<file path="config.mk">
export PLATFORM = sky130hd
export DESIGN_NAME = key_event_classifier
export DESIGN_NICKNAME = d
export VERILOG_FILES = /design/src/rtl/calc_input_pkg.sv /design/src/rtl/key_channel.sv /design/src/rtl/key_event_classifier.sv
export SDC_FILE = /design/constraint.sdc
export NUM_CORES = 1
export LEC_CHECK = 0
export ABC_AREA = 1
export CORE_MARGIN = 4
export CORE_UTILIZATION = 30
export CTS_CLUSTER_DIAMETER = 60
export DETAILED_ROUTE_END_ITERATION = 8
export GPL_TIMING_DRIVEN = 0
export SLEW_MARGIN = 20
export SYNTH_ARGS = -nofsm -noshare
export SYNTH_HDL_FRONTEND = slang
export SYNTH_HIERARCHICAL = 1
export SYNTH_SLANG_ARGS = --single-unit
export TNS_END_PERCENT = 100
</file>
<file path="constraint.sdc">
create_clock -name Clock -period 2 [get_ports Clock]
set_clock_uncertainty 0.1 [all_clocks]
set_input_delay 0.4 -clock Clock [delete_from_list [all_inputs] [get_ports Clock]]
set_output_delay 0.4 -clock Clock [all_outputs]
set_load 0.005 [all_outputs]
</file>
<file path="src/rtl/calc_input_pkg.sv">
// rtl/calc_input_pkg.sv - state encodings and counter width helper for the key event classifier
package calc_input_pkg;

  typedef enum logic [1:0] {
    S_IDLE  = 2'd0,
    S_PRESS = 2'd1,
    S_LONG  = 2'd2
  } state_t;

  function automatic int cnt_width(input int unsigned a, input int unsigned b, input int unsigned c);
    int unsigned m;
    m = a;
    if (b > m) m = b;
    if (c > m) m = c;
    return $clog2(m + 1);
  endfunction

endpackage

</file>
<file path="src/rtl/key_channel.sv">
// rtl/key_channel.sv - one key: synchroniser, debouncer, press FSM
// Optional auto-repeat under KEY_EVENT_REPEAT_EN.
module key_channel
  import calc_input_pkg::*;
#(
  parameter int unsigned DEBOUNCE      = 250000,
  parameter int unsigned LONG_CRIT     = 12500000,
  parameter int unsigned REPEAT_PERIOD = 2500000
) (
  input  logic Clock,
  input  logic Reset,
  input  logic btn,
  output logic pressed,
  output logic short,
  output logic long,
  output logic rpt
);

  localparam int CNT_W = cnt_width(DEBOUNCE, LONG_CRIT, REPEAT_PERIOD);

  logic [1:0]       sy;
  logic [CNT_W-1:0] dc;
  logic [CNT_W-1:0] cnt, cnt_nxt;
  logic             short_nxt, long_nxt;
  state_t           state, state_nxt;

  always_ff @(posedge Clock or negedge Reset) begin
    if (!Reset) begin
      sy      <= '0;
      dc      <= '0;
      pressed <= 1'b0;
    end else begin
      sy <= {sy[0], btn};
      if (sy[1] != pressed) begin
        if (dc == CNT_W'(DEBOUNCE - 1)) begin
          pressed <= sy[1];
          dc      <= '0;
        end else begin
          dc <= dc + CNT_W'(1);
        end
      end else begin
        dc <= '0;
      end
    end
  end

`ifdef KEY_EVENT_REPEAT_EN
  logic [CNT_W-1:0] rc, rc_nxt;
  logic             rpt_nxt;
`else
  assign rpt = 1'b0;
`endif

  always_ff @(posedge Clock or negedge Reset) begin
    if (!Reset) begin
      state <= S_IDLE;
      cnt   <= '0;
      short <= 1'b0;
      long  <= 1'b0;
`ifdef KEY_EVENT_REPEAT_EN
      rc    <= '0;
      rpt   <= 1'b0;
`endif
    end else begin
      state <= state_nxt;
      cnt   <= cnt_nxt;
      short <= short_nxt;
      long  <= long_nxt;
`ifdef KEY_EVENT_REPEAT_EN
      rc    <= rc_nxt;
      rpt   <= rpt_nxt;
`endif
    end
  end

  always_comb begin
    state_nxt = state;
    case (state)
      S_IDLE:  if (pressed) state_nxt = S_PRESS;
      S_PRESS: begin
        if (!pressed)       state_nxt = S_IDLE;
        else if (cnt == '0) state_nxt = S_LONG;
      end
      S_LONG:  if (!pressed) state_nxt = S_IDLE;
      default: state_nxt = S_IDLE;
    endcase
  end

  // Release is checked before the terminal count so a release on the last cycle still reports short.
  always_comb begin
    short_nxt = 1'b0;
    long_nxt  = 1'b0;
    cnt_nxt   = cnt;
`ifdef KEY_EVENT_REPEAT_EN
    rc_nxt    = rc;
    rpt_nxt   = 1'b0;
`endif
    case (state)
      S_IDLE:  if (pressed) cnt_nxt = CNT_W'(LONG_CRIT - 1);
      S_PRESS: begin
        if (!pressed) begin
          short_nxt = 1'b1;
        end else if (cnt == '0) begin
          long_nxt = 1'b1;
`ifdef KEY_EVENT_REPEAT_EN
          rc_nxt   = CNT_W'(REPEAT_PERIOD - 1);
`endif
        end else begin
          cnt_nxt = cnt - CNT_W'(1);
        end
      end
      S_LONG: begin
`ifdef KEY_EVENT_REPEAT_EN
        if (pressed) begin
          if (rc == '0) begin
            rpt_nxt = 1'b1;
            rc_nxt  = CNT_W'(REPEAT_PERIOD - 1);
          end else begin
            rc_nxt = rc - CNT_W'(1);
          end
        end
`endif
      end
      default: cnt_nxt = '0;
    endcase
  end

endmodule

</file>
<file path="src/rtl/key_event_classifier.sv">
// rtl/key_event_classifier.sv - N_CH independent short/long key press classifiers
// Auto-repeat enabled by defining KEY_EVENT_REPEAT_EN.
module key_event_classifier #(
  parameter int unsigned N_CH          = 4,
  parameter int unsigned DEBOUNCE      = 250000,
  parameter int unsigned LONG_CRIT     = 12500000,
  parameter int unsigned REPEAT_PERIOD = 2500000
) (
  input  logic            Clock,
  input  logic            Reset,
  input  logic [N_CH-1:0] btn,
  output logic [N_CH-1:0] pressed,
  output logic [N_CH-1:0] short,
  output logic [N_CH-1:0] long,
  output logic [N_CH-1:0] rpt
);

  for (genvar i = 0; i < N_CH; i++) begin : g_ch
    key_channel #(
      .DEBOUNCE     (DEBOUNCE),
      .LONG_CRIT    (LONG_CRIT),
      .REPEAT_PERIOD(REPEAT_PERIOD)
    ) u_ch (
      .Clock  (Clock),
      .Reset  (Reset),
      .btn    (btn[i]),
      .pressed(pressed[i]),
      .short  (short[i]),
      .long   (long[i]),
      .rpt    (rpt[i])
    );
  end

endmodule

</file>
==> run summary, run 1 <==
========================================================================================
Number of warning messages in the yosys log                                            6
Max VDD drop                                                                    0.663 mV
Pin count of the biggest net entering global routing                                  94
Minimum clock period after layout                                                1900 ps
Net Count, Synth                                                                    1896
Global routing met2 resource utilization                                           22.0%
Final Routed Wirelength                                                         31000 um
Vias in the first global route                                                     11.5k
Critical path cell sequence                                                 clkdlybuf4s50_1
Worst hold slack across all endpoints                                             168 ps
Share of async-settable or async-resettable flops after synthesis                   100%
First-pass GRT wire length                                                      54400 um
Die area                                                                      48500 um^2
Clock H-tree levels                                                                    1
Total standard cell area after synthesis                                      13500 um^2
Area share of the largest cell type after synthesis                                40.7%
CTS Sinks                                                                            220
Overall fraction of global-route tracks in use                                     13.1%
Number of search-and-repair iterations in the first detailed-routing pass              5
Critical path's largest stage delay                                               510 ps
Floorplan die height                                                              220 um
Most frequent cells in the layout                                           529 x nand2_1, 315 x nor2_1, 216 x dfrtp_1
Cell type with the largest total area after synthesis                            dfrtp_1
Leakage power total                                                              7.34 nW
Number of buffers created by CTS                                                      29
Endpoints failing setup                                                                0
Most frequent standard cell in the layout excluding fill and tap cells           nand2_1
Power density of the placed cells                                            641 nW/um^2
Area Overhead vs Synth                                                             15.1%
Number of buffer cells added on primary ports                                         17
Cells taking the most area after synthesis                                  dfrtp_1 41%, nand2_1 15%, nor2_1 8.8%
Total of flip-flops plus latches after synthesis                                     220
Critical path endpoint category                                             primary output
Vias after detailed routing                                                        11.7k
Clock latency of the later-clocked register in the worst-skew pair                560 ps
Worst slew slack as a fraction of its limit                                        59.8%
Type of element launching the critical path                                         flop
Initial cell density of the core                                                   30.4%
Filler instances                                                                    4696
DRC                                                                                    0
Average wire per standard cell                                                   12.2 um
Count of routing violations after the opening detailed-route iteration               705
Run status                                                                  finished, final reports clean
Worst Hold Class                                                            primary input to flop
Sequential cell area fraction in the yosys report                                  40.7%
Fraction of layout cells with a size suffix above 1                                12.6%
Data arrival time of the critical path                                           1400 ps
Core Rows                                                                             77
Number of cells produced by synthesis                                               1881
Worst-case clock buffer depth                                                          3
Area used by sequential logic in the layout                                    5510 um^2
Max Clock Freq                                                                   526 MHz
Std-Cell Core Area                                                            44400 um^2
Initial antenna violation count                                                        0
Final hold violation count                                                             0
Final layout net count                                                              1953
Period Utilization, post-route                                                     95.0%
Post-synthesis cell type count                                                        42
Routed Antenna Nets                                                                    0
Buffer cell driving the clock tree root                                        clkbuf_16
Area of combinational cells with multiple inputs                               6970 um^2
Final core utilization                                                             35.0%
Chip width                                                                        220 um
Slew of the pin with the lowest slew margin                                       603 ps
Unrepaired setup endpoints after global routing                                       no
Worst-path fanout max                                                                  1
Clock slew at the register clock pins of the worst setup and hold paths            60 ps
CTS tree                                                                           built
Worst Path Required                                                              1500 ps
Total congestion overflow                                                              0
Met3 layer usage reported by global route                                          2.02%
Worst Setup Path Type                                                       flop to primary output
Max-cap viol count                                                                     0
Final number of max-transition violations                                              0
EDFF count, synth                                                                      0
Most crowded layer after global routing                                             met2
Placer Congestion                                                                  0.869
Count of inserted antenna diode cells                                                  0
Most frequently used flop master after synthesis                                 dfrtp_1
Half-perimeter wire length of the detailed placement result                     22400 um
Met1 track utilization from global routing                                         17.5%
# IOs                                                                                 22
Mean post-synth cell area                                                      7.18 um^2
Family with the most delay on the worst path                                buffers and inverters
Buffers and inverters on the worst path                                                1
Critical-path top delay cell                                                clkdlybuf4s50_1
Via density per instance                                                            4.59
========================================================================================
[final timing paths]
kind	to	cells past startpoint	from	slack [ps]
min reg2reg	g_ch[2].u_ch/sy[1]	0	g_ch[2].u_ch/sy[0]	260
max	long[3]	1	g_ch[3].u_ch/long	100
max in group asynchronous	g_ch[1].u_ch/pressed	4	Reset	280
min in group asynchronous	g_ch[2].u_ch/cnt[5]	2	Reset	300
min	g_ch[3].u_ch/sy[0]	1	btn[3]	170
max reg2reg	g_ch[1].u_ch/cnt[13]	10	g_ch[1].u_ch/cnt[0]	140
[per-stage QoR]
stage	setup TNS, ps	total power, mW	std cells	cell area, um^2	setup WS, ps
after floorplan	0	4.66	1881	13500	328
after global placement	-2109130	4.80	2490	14400	-9610
after detailed placement	0	4.81	2492	14500	54.5
after CTS	0	10.2	2550	15500	23.4
after global routing	0	10.4	2553	15600	0.996
final	0	9.97	2553	15600	99.7
[cell type report]
type,instances,area share [%]
clock inverters,19,1.13
repair buffers,26,1.83
well taps,592,4.76
flip-flops and latches,220,35.4
plain buffers,26,1.38
multi-input cells,1408,44.8
clock buffers,35,5.13
inverters,227,5.51
[cell families (layout without fill, tap and decap cells)]
group                    after synthesis  in the layout  share of synthesized area (%)
XOR/XNOR                              49             49                           3.18
buffers and inverters                253            333                           7.94
other                                  4              4                          0.111
flip-flops                           220            220                           40.7
AND/OR/NAND/NOR                     1197           1197                           40.7
AO/OA/AOI/OAI                        149            149                           6.46
adder cells (fa/ha/maj)                9              9                          0.833
[worst register-to-register path: stages, from the launching register on]
cell and delay, ps:
dfrtp_1 390, inv_1 110, ha_2 270, nand2_4 100, nor2_8 160, nand3_1 120, nor2_2 120, nor2_2 90
buf_6 150, nand2_1 70, o21ai_2 50
[metal layers]
layer / wire [um] / vias to the layer above
li1: - / 6065
met1: 14800 / 5465
met3: 1130 / 39
met5: 0 / -
met2: 14500 / 155
met4: 626 / 0
[sequential cells by signal, summed over array words and instances (netlist names)]
signal	cells
g_ch.u_ch/state	8
g_ch.u_ch/pressed	4
g_ch.u_ch/dc	96
g_ch.u_ch/short	4
g_ch.u_ch/sy	8
g_ch.u_ch/cnt	96
g_ch.u_ch/long	4
[cells in the mapped netlist (8+ instances only)]
cell,n
nand2_1,529
nor2_1,318
dfrtp_1,220
inv_1,209
nand3_1,135
a21oi_1,51
nor3_1,46
nand4_1,41
o21ai_0,41
xor2_1,41
o21ai_2,29
nor2_4,26
nor2_2,23
nand2_2,21
o21ai_1,19
inv_2,12
nor3b_1,12
buf_4,11
nor3_2,11
buf_6,10
ha_1,9
nand3_2,8
xnor2_1,8
[power by group]
part	switching, mW	leakage, nW	internal [mW]	total [mW]
sequential	0.0254	3.04	4.48	4.51
clock	2.12	0.493	3.12	5.24
combinational	0.161	3.81	0.0626	0.223
[timing repair]
item,4_1_cts,5_1_grt
setup endpoints to repair,4,62
pin swaps,0,1
setup buffers,3,3
resized for setup,7,14
hold buffers,1,0
hold endpoints to repair,74,0
(Power assumes the default switching activity.)
==> run 2: changes to the inputs <==
--- a/config.mk
+++ b/config.mk
@@ -6,6 +6,7 @@
 export NUM_CORES = 1
 export LEC_CHECK = 0
 export ABC_AREA = 1
+export CORE_ASPECT_RATIO = 0.75
 export CORE_MARGIN = 4
 export CORE_UTILIZATION = 30
 export CTS_CLUSTER_DIAMETER = 60
==> run summary, run 2 (synthesized netlist as in run 1, its figures left out) <==
========================================================================================
Family with the most delay on the worst path                                buffers and inverters   unchanged
Data arrival time of the critical path                                           1430 ps   was 1400 ps
Final hold violation count                                                             0   unchanged
Critical path endpoint category                                             primary output   unchanged
Period Utilization, post-route                                                     96.5%   was 95.0%
Final layout net count                                                              1953   unchanged
Part of the power in registers                                                     43.4%   was 45.2%
Total congestion overflow                                                              0   unchanged
Average wire per standard cell                                                   12.3 um   was 12.2 um
Routed Antenna Nets                                                                    0   unchanged
# IOs                                                                                 22   unchanged
Count of inserted antenna diode cells                                                  0   unchanged
Most frequent cells in the layout                                           529 x nand2_1, 316 x nor2_1, 217 x dfrtp_1   was 529 x nand2_1, 315 x nor2_1, 216 x dfrtp_1
Fraction of power consumed by combinational cells                                   2.2%   about the same
Worst Path Required                                                              1500 ps   about the same
Pin count of the biggest net entering global routing                                  93   was 94
Half-perimeter wire length of the detailed placement result                     22600 um   was 22400 um
Hold Path Cell Cnt                                                                     1   unchanged
CTS Sinks                                                                            220   unchanged
Crit path setup slack, layout                                                    69.1 ps   was 99.7 ps
Run status                                                                  finished, final reports clean   unchanged
Cell internal power dissipation                                                  8.11 mW   was 7.67 mW
DRC                                                                                    0   unchanged
Worst hold slack across all endpoints                                             193 ps   was 168 ps
Overall fraction of global-route tracks in use                                     13.0%   was 13.1%
Worst Min Path Start                                                              btn[0]   was btn[3]
Core Rows                                                                             67   was 77
Max VDD drop                                                                    0.679 mV   was 0.663 mV
Clock power share                                                                  54.4%   was 52.6%
Initial antenna violation count                                                        0   unchanged
Leakage power total                                                              7.35 nW   was 7.34 nW
Place WS                                                                         15.2 ps   was 54.5 ps
Number of search-and-repair iterations in the first detailed-routing pass              5   unchanged
Accumulated negative setup slack                                                    0 ps   unchanged
FF-to-FF Start                                                              g_ch[0].u_ch/dc[0]   was g_ch[1].u_ch/cnt[0]
Worst Setup Path Type                                                       flop to primary output   unchanged
Final core utilization                                                             35.1%   was 35.0%
Final Routed Wirelength                                                         31400 um   was 31000 um
Power density of the placed cells                                            663 nW/um^2   was 641 nW/um^2
Minimum clock period after layout                                                1930 ps   was 1900 ps
Die area                                                                      48500 um^2   about the same
Max-cap viol count                                                                     0   unchanged
Type of element launching the critical path                                         flop   unchanged
Filler instances                                                                    4711   was 4696
Sw frac                                                                            21.9%   was 23.1%
Clock slew at the register clock pins of the worst setup and hold paths            60 ps   about the same
Number of buffer cells added on primary ports                                         17   unchanged
Final non-filler cell area                                                    15700 um^2   was 15600 um^2
First-pass GRT wire length                                                      54000 um   was 54400 um
Worst Hold Class                                                            primary input to flop   unchanged
Most frequent standard cell in the layout excluding fill and tap cells           nand2_1   unchanged
Net Switching                                                                    2.28 mW   was 2.30 mW
Buffers and inverters on the worst path                                                1   unchanged
Max Clock Freq                                                                   518 MHz   was 526 MHz
Placer Congestion                                                                  0.878   was 0.869
Initial cell density of the core                                                   30.3%   was 30.4%
Clock latency of the later-clocked register in the worst-skew pair                550 ps   was 560 ps
Count of routing violations after the opening detailed-route iteration               863   was 705
Std-Cell Core Area                                                            44600 um^2   was 44400 um^2
Critical-path top delay cell                                                clkdlybuf4s50_1   unchanged
Number of buffers created by CTS                                                      28   was 29
Worst slew slack as a fraction of its limit                                        65.9%   was 59.8%
Slew of the pin with the lowest slew margin                                       512 ps   was 603 ps
Vias after detailed routing                                                        11.9k   was 11.7k
Timing startpoint of the critical path                                      g_ch[2].u_ch/pressed   was g_ch[3].u_ch/long
Final number of max-transition violations                                              0   unchanged
Clock H-tree levels                                                                    1   unchanged
Floorplan die height                                                              192 um   was 220 um
Worst-case clock buffer depth                                                          3   unchanged
Critical path cell sequence                                                 clkdlybuf4s50_1   unchanged
Endpoints failing setup                                                                0   unchanged
Buffer cell driving the clock tree root                                        clkbuf_16   unchanged
Critical Path Stages                                                                   1   unchanged
CTS tree                                                                           built   unchanged
Critical path's largest stage delay                                               510 ps   about the same
Chip width                                                                        253 um   was 220 um
Via density per instance                                                            4.66   was 4.59
Fraction of layout cells with a size suffix above 1                                12.6%   about the same
Worst-path fanout max                                                                  2   was 1
Placed Area                                                                   14500 um^2   about the same
Vias in the first global route                                                     11.2k   was 11.5k
Depth of the most critical reg-to-reg path                                             8   was 10
Area Overhead vs Synth                                                             15.9%   was 15.1%
Top Registers                                                               g_ch.u_ch/cnt (96), g_ch.u_ch/dc (96)   unchanged
========================================================================================
run 2: cell count changes in the layout (fill, tap and decap cells not counted), moves of 2 or more:
cell | previous run | this run
bufinv_16 | 2 | 5
clkbuf_8 | 5 | 7
clkdlybuf4s50_1 | 12 | 15
clkinv_2 | 9 | 1
clkinvlp_4 | 0 | 5
dlygate4sd2_1 | 3 | 1
inv_6 | 6 | 1
run 2: through the flow:
stage / instances / power [mW]
after floorplan: 1881 / 4.66
after global placement: 2484 / 4.80
after detailed placement: 2486 / 4.81
after CTS: 2543 / 10.6
after global routing: 2546 / 10.8
final: 2546 / 10.4
run 2: what timing repair did:
action                     4_1_cts  5_1_grt
buffers inserted                 4        3
pin swaps                        0        2
setup endpoints to repair        4       77
resized for setup                4       15
cloned                           0        0
hold endpoints to repair        43        0
hold buffers                     1        0
run 2: routing by layer:
layer	GRT usage (%)	vias up	wire [um]
li1	-	6059	-
met1	19.5	5545	16200
met2	19.5	215	13200
met3	2.26	44	1360
met4	2.78	0	643
met5	0	-	0
run 2: path summary, 6_finish.rpt:
path                       slack, ps                   end
max                               70            pressed[2]
min                              190    g_ch[0].u_ch/sy[0]
max reg2reg                      100   g_ch[0].u_ch/dc[19]
min reg2reg                      250    g_ch[3].u_ch/sy[1]
max in group asynchronous        720  g_ch[1].u_ch/pressed
min in group asynchronous        250    g_ch[0].u_ch/sy[0]
run 2: power groups by stage:
stage / Sequential, mW / Combinational (mW) / Clock (mW)
after global placement: 4.59 / 0.208 / 0
final: 4.50 / 0.229 / 5.65
after detailed placement: 4.59 / 0.225 / 0
after floorplan: 4.58 / 0.0810 / 0
after global routing: 4.51 / 0.268 / 6.03
after CTS: 4.50 / 0.229 / 5.85
run 2: final cells by class:
class                           instances  area [um^2]  share of cell area (%)
Buffer                                 26          215                    1.37
Clock buffer                           37          826                    5.27
Clock inverter                         15          230                    1.47
Inverter                              227          857                    5.47
Multi-Input combinational cell       1408         6990                    44.6
Sequential cell                       220         5510                    35.2
Tap cell                              586          733                    4.68
Timing Repair Buffer                   27          304                    1.94
